### src/rtl/vce_pkg.sv
// Shared CRAM types, sizes and arbiter state encoding for the video color RAM path.
package vce_pkg;

    localparam int unsigned CRAM_AW    = 9;
    localparam int unsigned CRAM_DW    = 9;
    localparam int unsigned CRAM_DEPTH = 512;

    typedef logic [CRAM_AW-1:0] cram_addr_t;
    typedef logic [CRAM_DW-1:0] cram_data_t;

    typedef enum logic {
        CLEAR = 1'b0,
        RUN   = 1'b1
    } arb_state_t;

    typedef struct packed {
        logic       we;
        cram_addr_t addr;
        cram_data_t wdata;
    } cram_req_t;

endpackage

### src/rtl/cram_req_fifo.sv
// CPU request queue: power-of-two depth, pointers carry a wrap bit to tell full from empty.
module cram_req_fifo
    import vce_pkg::*;
#(
    parameter int unsigned DEPTH = 2
) (
    input  logic      clk,
    input  logic      rst_n,
    input  logic      push,
    input  cram_req_t push_data,
    input  logic      pop,
    output cram_req_t head,
    output logic      full,
    output logic      empty
);

    localparam int unsigned PW = $clog2(DEPTH);

    cram_req_t       mem [DEPTH];
    logic [PW:0]     wr_ptr;
    logic [PW:0]     rd_ptr;
    logic            do_pop;
    logic            do_push;

    assign empty   = (wr_ptr == rd_ptr);
    assign full    = (wr_ptr[PW] != rd_ptr[PW]) && (wr_ptr[PW-1:0] == rd_ptr[PW-1:0]);
    assign head    = mem[rd_ptr[PW-1:0]];
    assign do_pop  = pop && !empty;
    // A full queue still takes a new entry when the head leaves in the same clock.
    assign do_push = push && (!full || do_pop);

    always_ff @(posedge clk or negedge rst_n) begin
        if (!rst_n) begin
            wr_ptr <= '0;
            rd_ptr <= '0;
        end else begin
            if (do_push) wr_ptr <= wr_ptr + (PW+1)'(1);
            if (do_pop)  rd_ptr <= rd_ptr + (PW+1)'(1);
        end
    end

    always_ff @(posedge clk) begin
        if (do_push) mem[wr_ptr[PW-1:0]] <= push_data;
    end

endmodule

### src/rtl/cram_arbiter.sv
// Single-port CRAM arbiter: pixel fetches always win, queued CPU accesses fill the gaps.
// Optional CRAM_CLEAR_EN: zero the whole CRAM after reset before entering RUN.
module cram_arbiter
    import vce_pkg::*;
#(
    parameter int unsigned FIFO_DEPTH = 2
) (
    input  logic       clock,
    input  logic       reset_N,
    input  logic       pix_req,
    input  cram_addr_t pix_addr,
    output cram_data_t pix_data,
    output logic       pix_valid,
    input  logic       cpu_req,
    input  logic       cpu_we,
    input  cram_addr_t cpu_addr,
    input  cram_data_t cpu_wdata,
    output logic       cpu_ready,
    output cram_data_t cpu_rdata,
    output logic       cpu_rvalid,
    output cram_addr_t ram_addr,
    output logic       ram_we,
    output cram_data_t ram_wdata,
    input  cram_data_t ram_rdata
);

`ifdef CRAM_CLEAR_EN
    localparam arb_state_t RESET_STATE = CLEAR;
`else
    localparam arb_state_t RESET_STATE = RUN;
`endif

    arb_state_t state;
    cram_addr_t clr_addr;
    cram_addr_t addr_q;
    cram_data_t wdata_q;
    logic       pix_p1;
    logic       rd_p1;
    logic       pix_issue;
    logic       cpu_issue;
    logic       fifo_push;
    logic       fifo_full;
    logic       fifo_empty;
    cram_req_t  fifo_head;
    cram_req_t  fifo_in;

    assign cpu_ready = (state == RUN) && !fifo_full;
    assign fifo_push = cpu_req && cpu_ready;
    assign fifo_in   = '{we: cpu_we, addr: cpu_addr, wdata: cpu_wdata};

    cram_req_fifo #(.DEPTH(FIFO_DEPTH)) u_fifo (
        .clk       (clock),
        .rst_n     (reset_N),
        .push      (fifo_push),
        .push_data (fifo_in),
        .pop       (cpu_issue),
        .head      (fifo_head),
        .full      (fifo_full),
        .empty     (fifo_empty)
    );

    // RAM port mux; idle clocks replay the last address with writes disabled.
    always_comb begin
        pix_issue = 1'b0;
        cpu_issue = 1'b0;
        ram_addr  = addr_q;
        ram_wdata = wdata_q;
        ram_we    = 1'b0;
        if (state == CLEAR) begin
            ram_addr  = clr_addr;
            ram_wdata = '0;
            ram_we    = reset_N;
        end else if (pix_req) begin
            pix_issue = 1'b1;
            ram_addr  = pix_addr;
        end else if (!fifo_empty) begin
            cpu_issue = 1'b1;
            ram_addr  = fifo_head.addr;
            ram_wdata = fifo_head.wdata;
            ram_we    = fifo_head.we;
        end
    end

    always_ff @(posedge clock or negedge reset_N) begin
        if (!reset_N) begin
            state      <= RESET_STATE;
            clr_addr   <= '0;
            addr_q     <= '0;
            wdata_q    <= '0;
            pix_p1     <= 1'b0;
            rd_p1      <= 1'b0;
            pix_valid  <= 1'b0;
            cpu_rvalid <= 1'b0;
            pix_data   <= '0;
            cpu_rdata  <= '0;
        end else begin
            addr_q     <= ram_addr;
            wdata_q    <= ram_wdata;
            pix_p1     <= pix_issue;
            rd_p1      <= cpu_issue && !fifo_head.we;
            pix_valid  <= pix_p1;
            cpu_rvalid <= rd_p1;
            if (pix_p1) pix_data  <= ram_rdata;
            if (rd_p1)  cpu_rdata <= ram_rdata;
            if (state == CLEAR) begin
                clr_addr <= clr_addr + CRAM_AW'(1);
                if (clr_addr == CRAM_AW'(CRAM_DEPTH - 1)) state <= RUN;
            end
        end
    end

endmodule

### config.mk
export PLATFORM = sky130hd
export DESIGN_NAME = cram_arbiter
export DESIGN_NICKNAME = d
export VERILOG_FILES = /design/src/rtl/vce_pkg.sv /design/src/rtl/cram_req_fifo.sv /design/src/rtl/cram_arbiter.sv
export SDC_FILE = /design/constraint.sdc
export NUM_CORES = 1
export LEC_CHECK = 0
export ABC_AREA = 1
export CORE_ASPECT_RATIO = 0.8
export CORE_MARGIN = 5
export CORE_UTILIZATION = 30
export CTS_BUF_LIST = sky130_fd_sc_hd__clkbuf_4
export DETAILED_ROUTE_END_ITERATION = 7
export GPL_TIMING_DRIVEN = 0
export SLEW_MARGIN = 10
export SYNTH_ARGS = -nofsm -noshare
export SYNTH_HDL_FRONTEND = slang
export SYNTH_SLANG_ARGS = --single-unit
### constraint.sdc
create_clock -name clock -period 2.68 [get_ports clock]
set_clock_uncertainty 0.15 [all_clocks]
set_input_delay 0.536 -clock clock [delete_from_list [all_inputs] [get_ports clock]]
set_output_delay 0.536 -clock clock [all_outputs]
set_load 0.005 [all_outputs]
Yosys cells after proc, flatten, opt, wreduce, memory -nomap -nowiden

Memory sizes are Yosys's and may differ from the RTL's.
Cells that the tools add are included.
W data, S select, Z words.

Word-level logic and storage cells: 48
Bits in writable memories: 38
Memories kept: 1
Register bits: 54

Muxes and demuxes: 18
Add/subtract/negate cells: 3
Reduce and logical (&&, ||, !) cells: 10
Equality and inequality tests: 4

Memory list:

| memory     | depth | width | read ports | clocked after memory_dff | write ports | RTL line            | source |
|---|---|---|---|---|---|---|---|
| u_fifo.mem | 2     | 19    | 1          | 0                        | 1           | cram_req_fifo.sv:19 | `cram_req_t mem [DEPTH];` |

Operator list:

| operator              | count |
|---|---|
| $mux W9               | 6 |
| $mux W1               | 12 |
| $add A9 B1 Y9 const B | 1 |
| $eq A9 B9 Y1 const B  | 1 |
| $logic_and A1 B1 Y1   | 6 |
| $add A2 B1 Y2 const B | 2 |
| $logic_not A1 Y1      | 3 |
| $eq A2 B2 Y1          | 1 |
| $eq A1 B1 Y1          | 1 |
| $logic_or A1 B1 Y1    | 1 |
| $ne A1 B1 Y1          | 1 |

Depth between registers and ports, before layout

Word-level depth: 9
Depth in mapped cells: 10
Mapped depth without buffers: 9

Cells and area by module

Synthesis repeated with hierarchy kept, for this count alone.

Cells, all modules: 369
Area, all modules: 3861.2 µm²

By module, submodules not included:

| module        | instances | area an instance (µm²) | cells an instance |
|---|---|---|---|
| cram_arbiter  | 1         | 2245.9                 | 232 |
| cram_req_fifo | 1         | 1615.3                 | 137 |

Least setup slack after synthesis

Ideal clock, no wire load.

Path kind: flip-flop to flip-flop
Start: reg u_fifo.wr_ptr[1]
End: mem u_fifo.mem[1][0] (netlist bit) (enable)
Library setup time: 395 ps
Path buffers: 1
Arrival time: 1761 ps
Clock period less this slack: 2306 ps
Cell stages (with the launch flop): 9
Setup slack: 374 ps
Cell sequence: dfrtp_1 > inv_1 > nand2_1 > nand2_2 > buf_4 > inv_2 > nand2_1 > nand3_2 > nor2_1

Cells in the longest elaborated chain, start to end: 9
Elaborated cells on any way between the ends: 15

Ends and longest elaborated chain:

| element                           | RTL line            | source |
|---|---|---|
| from (decl)                       | cram_req_fifo.sv:20 | `logic [PW:0] wr_ptr;` |
| from (signal assigned)            | cram_req_fifo.sv:37 | `if (do_push) wr_ptr <= wr_ptr + (PW+1)'(1);` |
| $eq A2 B2 Y1                      | cram_req_fifo.sv:25 | `assign empty = (wr_ptr == rd_ptr);` |
| $mux W1                           | cram_arbiter.sv:76  | `end else if (!fifo_empty) begin` |
| $mux W1                           | cram_arbiter.sv:73  | `end else if (pix_req) begin` |
| $mux W1                           | cram_arbiter.sv:69  | `if (state == CLEAR) begin` |
| $logic_and A1 B1 Y1               | cram_req_fifo.sv:28 | `assign do_pop = pop && !empty;` |
| $logic_or A1 B1 Y1                | cram_req_fifo.sv:30 | `assign do_push = push && (!full \|\| do_pop);` |
| $logic_and A1 B1 Y1 (*)           | cram_req_fifo.sv:30 |  |
| $mux W1 (*)                       | cram_req_fifo.sv:43 | `if (do_push) mem[wr_ptr[PW-1:0]] <= push_data;` |
| $mux W1 (not written as such) (*) | cram_req_fifo.sv:43 |  |
| to (decl)                         | cram_req_fifo.sv:19 |  |

Mark *: on every way between the ends. The rest lies on a longest branch, timed or not.

Final worst setup path

Start: reg u_fifo.wr_ptr[0]
End: out ram_addr[8]

Cells in the longest elaborated chain, start to end: 4

Ends and longest elaborated chain:

| element      | RTL line            | source |
|---|---|---|
| $eq A2 B2 Y1 | cram_req_fifo.sv:25 |  |
| $mux W9      | cram_arbiter.sv:76  |  |
| $mux W9      | cram_arbiter.sv:73  |  |
| $mux W9      | cram_arbiter.sv:69  |  |
| to (decl)    | cram_arbiter.sv:21  | `output cram_addr_t ram_addr,` |

Every way passes these cells.

==> metrics.md <==
| Metric | Value |
|---|---|
| Post-synthesis area per instance | about 11 um2 |
| Gate power share | 4.8% |
| Synth Register Bits | slightly above 90 |
| Area Overhead vs Synth | 37.03% |
| Post-synthesis sequential area ratio | 66.12% |
| CP arrival | 1860 ps |
| ANT nets after route | 0 |
| Mapped Cells | 354 |
| Kind of critical path | reg -> out |
| Pwr/cell area | 472.2 mW/mm2 |
| Drt total wl | around 8700 um |
| Mapped Area | around 0.0038 mm2 |
| Global-route wire length before repair | 13820 um |
| Initial antenna violation count | 0 |
| Clock share of power | 35.0% |
| TritonCTS Sinks | 92 |
| Total grt overflow | 0 |
| Internal power | 1.920 mW |
| RSZ-0062 raised after global routing | false |
| Switch Pwr | 0.5201 mW |
| Outcome | finished, final reports clean |
| Skew-Pair Late Insertion Delay | 430 ps |
| Critical path launch point type | flop |
| Core area | around 0.012 mm2 |
| Final period util | 95.01% |
| Routed wire length per instance | 13.70 um |
| Share of post-route cells with drive strength above 1 | 20.00% |
| Pleak | about 2.3 nW |
| Max-slew headroom | about a third |
| Die W | roughly 140 um |
| Yosys warning count | 0 |
| IO Count | 81 |
| Vias in the first global route | 2696 |
| Root buf cell | clkbuf_4 |
| Register share of total power | 60.1% |
| Max cap viols | 0 |
| Place WS | -531.8 ps |
| Req. time, crit path | 1990 ps |
| Pin slew with the least headroom to its limit | 995.0 ps |
| Reg2Reg Depth | 4 |
| Max-slew violation count | 0 |
| Row cnt | 36 |
| Clock transition at the registers of the reported paths | roughly 150 ps |
| Initial Util | 30.78% |
| Vias/cell | roughly 4.3 |
| R2R setup slack | 290 ps |
| Multi-input logic area | 0.001190 mm2 |
| Worst hold-check path type | reg -> reg |
| Number of DRC markers in iteration 0 | ~170 |
| Gpl congestion | 0.8225 |
| Setup ws final | about 130 ps |
| Die ar. | 0.01493 mm2 |
| Final min period | roughly 2500 ps |
| CTS H-tree lvls | 3 |
| Pre-antenna DRT Iters | 4 |
| Dpl hpwl | 6218 um |
| Core Util, Final | 42.18% |
| Unique cell type count in the Yosys netlist | 29 |
| CTS tree | yes |
| CTS Buf Count | 9 |
| Hold path depth | 0 |
| Via count | 2713 |
| Net Sw Frac | 21.32% |
| CP max FO | 5 |
| Post-Place Cell Area | 0.004818 mm2 |
| Hold Vio Cnt, Final | 0 |
| Worst VDD drop | 206.3 uV |
| Largest net degree at the start of global routing | 35 |
| Fin Setup TNS | 0 ps |
| Flip-flop and latch area | approximately 0.0025 mm2 |
| FMAX | between 300 and 400 MHz |
| GRT Util Overall | between 10 and 15% |
| Fin nets | between 500 and 600 |
| Die Y-Extent | 110.3 um |
| Max clock buf depth | 2 |
| Filler cells | 1204 |
| Final Cell Area | roughly 0.0052 mm2 |
| Syn Nets | around 400 |
| Final setup fails | 0 |
| CP Capture Type | output pin |
| Remaining routing DRC violations | 0 |
| I/O Buffers | 80 |
-- synthesized netlist by cell type, drive strengths merged --
master,count,area (um2)
nand2,119,461.7
dfrtp,53,1326
nor2,43,166.4
edfxtp,38,1141
nand3,21,110.1
mux2,18,202.7
inv,15,56.30
o21ai,11,55.05
clkbuf,9,33.78
buf,5,33.78
xor2,5,43.79
a21oi,4,20.02
xnor2,3,26.28
clkinv,2,12.51
ha,2,25.02
or2,2,12.51
and2,1,6.260
dfstp,1,26.28
nand4,1,6.260
nor3,1,5.000
-- power by group through the flow --
stage          registers, mW  logic (mW)  clock network [mW]
3_3_place_gp            1.50       0.103                   0
5_1_grt                 1.47       0.129               0.943
2_1_floorplan           1.50      0.0175                   0
4_1_cts                 1.47       0.120               0.887
3_5_place_dp            1.50       0.109                   0
6_report                1.47       0.117               0.855
-- path summary, 6_finish.rpt --
check                                       from                to
worst max-delay path            u_fifo.wr_ptr[0]       ram_addr[8]
worst min-delay path                      pix_p1         pix_valid
worst max register to register             state  u_fifo.mem[0][7]
worst min register to register            pix_p1         pix_valid
max in group asynchronous                reset_N        wdata_q[8]
min in group asynchronous                reset_N       pix_data[0]
-- registers in the layout (all words and copies together), names as in the netlist --
name           flops
state              1
cpu_rvalid         1
pix_data           9
rd_p1              1
u_fifo.wr_ptr      2
clr_addr           9
addr_q             9
u_fifo.rd_ptr      2
pix_p1             1
wdata_q            9
cpu_rdata          9
pix_valid          1
u_fifo.mem        38
-- per-layer routing --
metal	wire, um	global-route usage [%]	vias up
met5	0	0	-
met3	533	4.310	7
met1	4103	15.55	1290
li1	-	-	1353
met2	3998	19.21	63
met4	93	3.597	0
-- critical path: stages (launching register included) --
cell	delay, ps
dfrtp_1	440
inv_2	80
nand2_2	70
nand2_4	90
buf_4	120
buf_6	110
nand3_1	70
nand3_1	80
nand2_1	50
nand2_1	100
clkdlybuf4s15_1	220
-- layout by cell type, fill, tap and decap left out, drive strengths merged --
master and n:
nand2 119, clkdlybuf4s50 58, dfrtp 53, nor2 43
edfxtp 38, buf 24, nand3 21, clkbuf 20
mux2 18, inv 17, o21ai 11, dlygate4sd2 6
xor2 5, dlymetal6s2s 4, clkinv 4, a21oi 4
clkdlybuf4s15 4, xnor2 3, or2 2, ha 2
bufinv 2, dlygate4sd3 2, diode 1, and2 1
nor3 1, nand4 1, clkinvlp 1, dfstp 1
-- final cells by class --
cell class	instances	share of cell area (%)
Buffer	11	1.743
Timing Repair Buffer	98	18.14
Clock buffer	9	1.308
Tap cell	171	4.140
Antenna cell	1	0.04843
Clock inverter	7	1.913
Sequential cell	92	48.26
Inverter	17	1.429
Multi-Input combinational cell	231	23.03
-- through the flow --
step	total power, mW	hold WS (ps)	cells
2_1_floorplan	1.514	90.41	354
3_3_place_gp	1.599	205.1	605
3_5_place_dp	1.605	208.3	607
4_1_cts	2.474	241.7	637
5_1_grt	2.541	256.4	636
6_report	2.440	239.8	637
-- kinds of logic after synthesis --
family | share of synthesized area [%]
AO/OA/AOI/OAI | 1.991
XOR/XNOR | 1.858
adder cells (fa/ha/maj) | 0.6635
buffers and inverters | 3.616
flip-flops | 66.12
multiplexers | 5.375
AND/OR/NAND/NOR | 20.37
-- repair_timing --
item | CTS | global route
pin swaps | 8 | 5
buffers inserted | 11 | 1
gates cloned | 1 | 0
hold endpoints to repair | 19 | 0
setup endpoints to repair | 20 | 19
hold buffers | 3 | 0
resized for setup | 56 | 25
Power figures use the tool's default switching activity.
==> patch, RTL diff (config.mk and constraints unchanged) <==
`CRAM_DW`: 9 -> 18.
--- a/src/rtl/vce_pkg.sv
+++ b/src/rtl/vce_pkg.sv
@@ -2,7 +2,7 @@
 package vce_pkg;
 
     localparam int unsigned CRAM_AW    = 9;
-    localparam int unsigned CRAM_DW    = 9;
+    localparam int unsigned CRAM_DW    = 18;
     localparam int unsigned CRAM_DEPTH = 512;
 
     typedef logic [CRAM_AW-1:0] cram_addr_t;
Interface: changed (5 resized); port bits go from 81 to 126. No check against the original RTL was run, so the function may have changed too.
==> patch against the unedited design <==
  * The run now ends with setup timing left
  * Area after synthesis grew 44%
  * Via count grew 48%
  * Sequential cell count grew 45
  * First-iteration DRC count shrank 9.9%
  * Wire length grew 60%
  * Worst setup slack lost 0.20 ns
  * Total power grew 66%
  * Sequential power grew 48%
  * Core utilization grew 2.6 points
  * Register-to-register slack is essentially flat
  * Global-route usage grew 1.5 points
  * Maximum frequency shrank 7.3%
  * Die area grew 40%
  * Cell area grew 56%
  * Critical path type unchanged
  * Largest cell class unchanged
  * Largest power group unchanged
==> patch: results (changes against the unedited design) <==
yosys.cell_types.count: 27  # -6.9%
port_buffers: 125  # +56%
grt_first_pass_wirelength_um: 21900  # +59%
synth_edf_count: 56  # +47%
gp_congestion: 0.824  # +0.16%
insertion_delay_ns: 0.52  # +0.09 ns
status: "complete, but fails checks"
startpoint: "u_fifo.rd_ptr[0]"
setup_violations: 6  # +6
drtIter0Drc: 154  # -9.9%
worst_slack_ns: -0.0666  # -0.200 ns
ys_top_cells_by_area: "dfrtp_1, edfxtp_1, nand2_1, mux2_2, nor2_1"
h-tree-depth: 4  # +1
r2r_end: "u_fifo.mem[1][5]"
rr_worst_depth: 9  # +5
grt_usage_pct: 13.5  # +1.5 points
drive_gt1_share_pct: 35.5  # +16 points
min_from: "rd_p1"
fillCellCount: 1686  # +40%
yosys-top-cells-count: "nand2_1, dfrtp_1, nor2_1, edfxtp_1, mux2_2"
critical_path_arrival_ns: 2.06  # +0.20 ns
synth_seq_area_share_pct: 68.3  # +2.1 points
dp_hpwl_um: 9490  # +53%
wl_per_cell_um: 15.3  # +12%
violations: "setup timing"
## patch: cell count changes after synthesis, moves of 8 or more
| cell | delta |
|---|---|
| nand2_1 | +28 |
| dfrtp_1 | +27 |
| nor2_1 | +20 |
| edfxtp_1 | +18 |
| mux2_2 | +18 |
| o21ai_1 | +8 |
## patch: power breakdown
part / leakage, nW / internal (mW) / total (mW) / switching, mW
Sequential: 1.60 / 2.18 / 2.18 / 0
Combinational: 1.82 / 0.109 / 0.192 / 0.0830
Clock: 0.194 / 0.932 / 1.67 / 0.739
## patch: kinds of logic after synthesis
kind of cell	after synthesis	synth area share (%)
flops	137	68.3
mux	36	7.46
compound gates	24	2.21
simple gates	234	17.2
buf+inv	37	3.11
xor+xnor	8	1.29
fa+ha+maj	2	0.460
## patch: area by class of cell
cell class                 count  area (um^2)  share of cell area, %
antenna                        1         2.50                 0.0310
buffer                        18          148                   1.83
clock buffer                  18          135                   1.68
clock inverter                14          225                   2.79
inverter                      16         67.6                  0.838
multi-input combinational    304         1820                   22.6
sequential                   137         3710                   46.1
tap                          230          288                   3.57
timing repair buffer         174         1660                   20.6
## patch: timing repair
| item | in CTS | in global routing |
|---|---|---|
| endpoints found under the setup margin | 29 | 29 |
| setup buffers | 31 | 13 |
| endpoints found under the hold margin | 32 | 0 |
| hold buffers | 2 | 0 |
| pin swaps | 29 | 51 |
| gates resized for setup | 171 | 78 |
| cloned | 4 | 0 |
## patch: worst max-delay path, stage by stage (launching register included)
cell and delay (ns):
dfrtp_2 0.44, inv_2 0.07, nand2_4 0.08, nand2_4 0.06, buf_4 0.13, buf_6 0.11
buf_6 0.12, buf_6 0.11, nand3_2 0.06, nand3_2 0.07, a21oi_2 0.15, buf_2 0.13
## patch: per-stage QoR
stage	instance area [um^2]	utilization (%)	std cells	setup WS, ns
2_1_floorplan	5440	-	478	0.338
3_3_place_gp	6980	38.8	833	-2.66
3_5_place_dp	7070	39.3	836	-0.747
4_1_cts	7830	43.5	904	-0.136
5_1_grt	8060	44.8	912	-0.217
6_report	8060	44.8	912	-0.0666
## patch: how the worst min path moves through the flow
stage          cells after the start  slack, ns          to
6_report                           0       0.23  cpu_rvalid
5_1_grt                            0       0.25  cpu_rvalid
4_1_cts                            0       0.23  cpu_rvalid
3_5_place_dp                       0       0.21  cpu_rvalid
3_3_place_gp                       0       0.21  cpu_rvalid
2_1_floorplan                      0       0.09   addr_q[0]
## patch: routing by layer
layer,global-route usage [%],vias to the layer above,part of all wire [%]
li1,-,1948,-
met1,17.2,1928,45
met2,22.1,123,48
met3,4.48,16,5.8
met4,4.30,0,1.3
met5,0,-,0
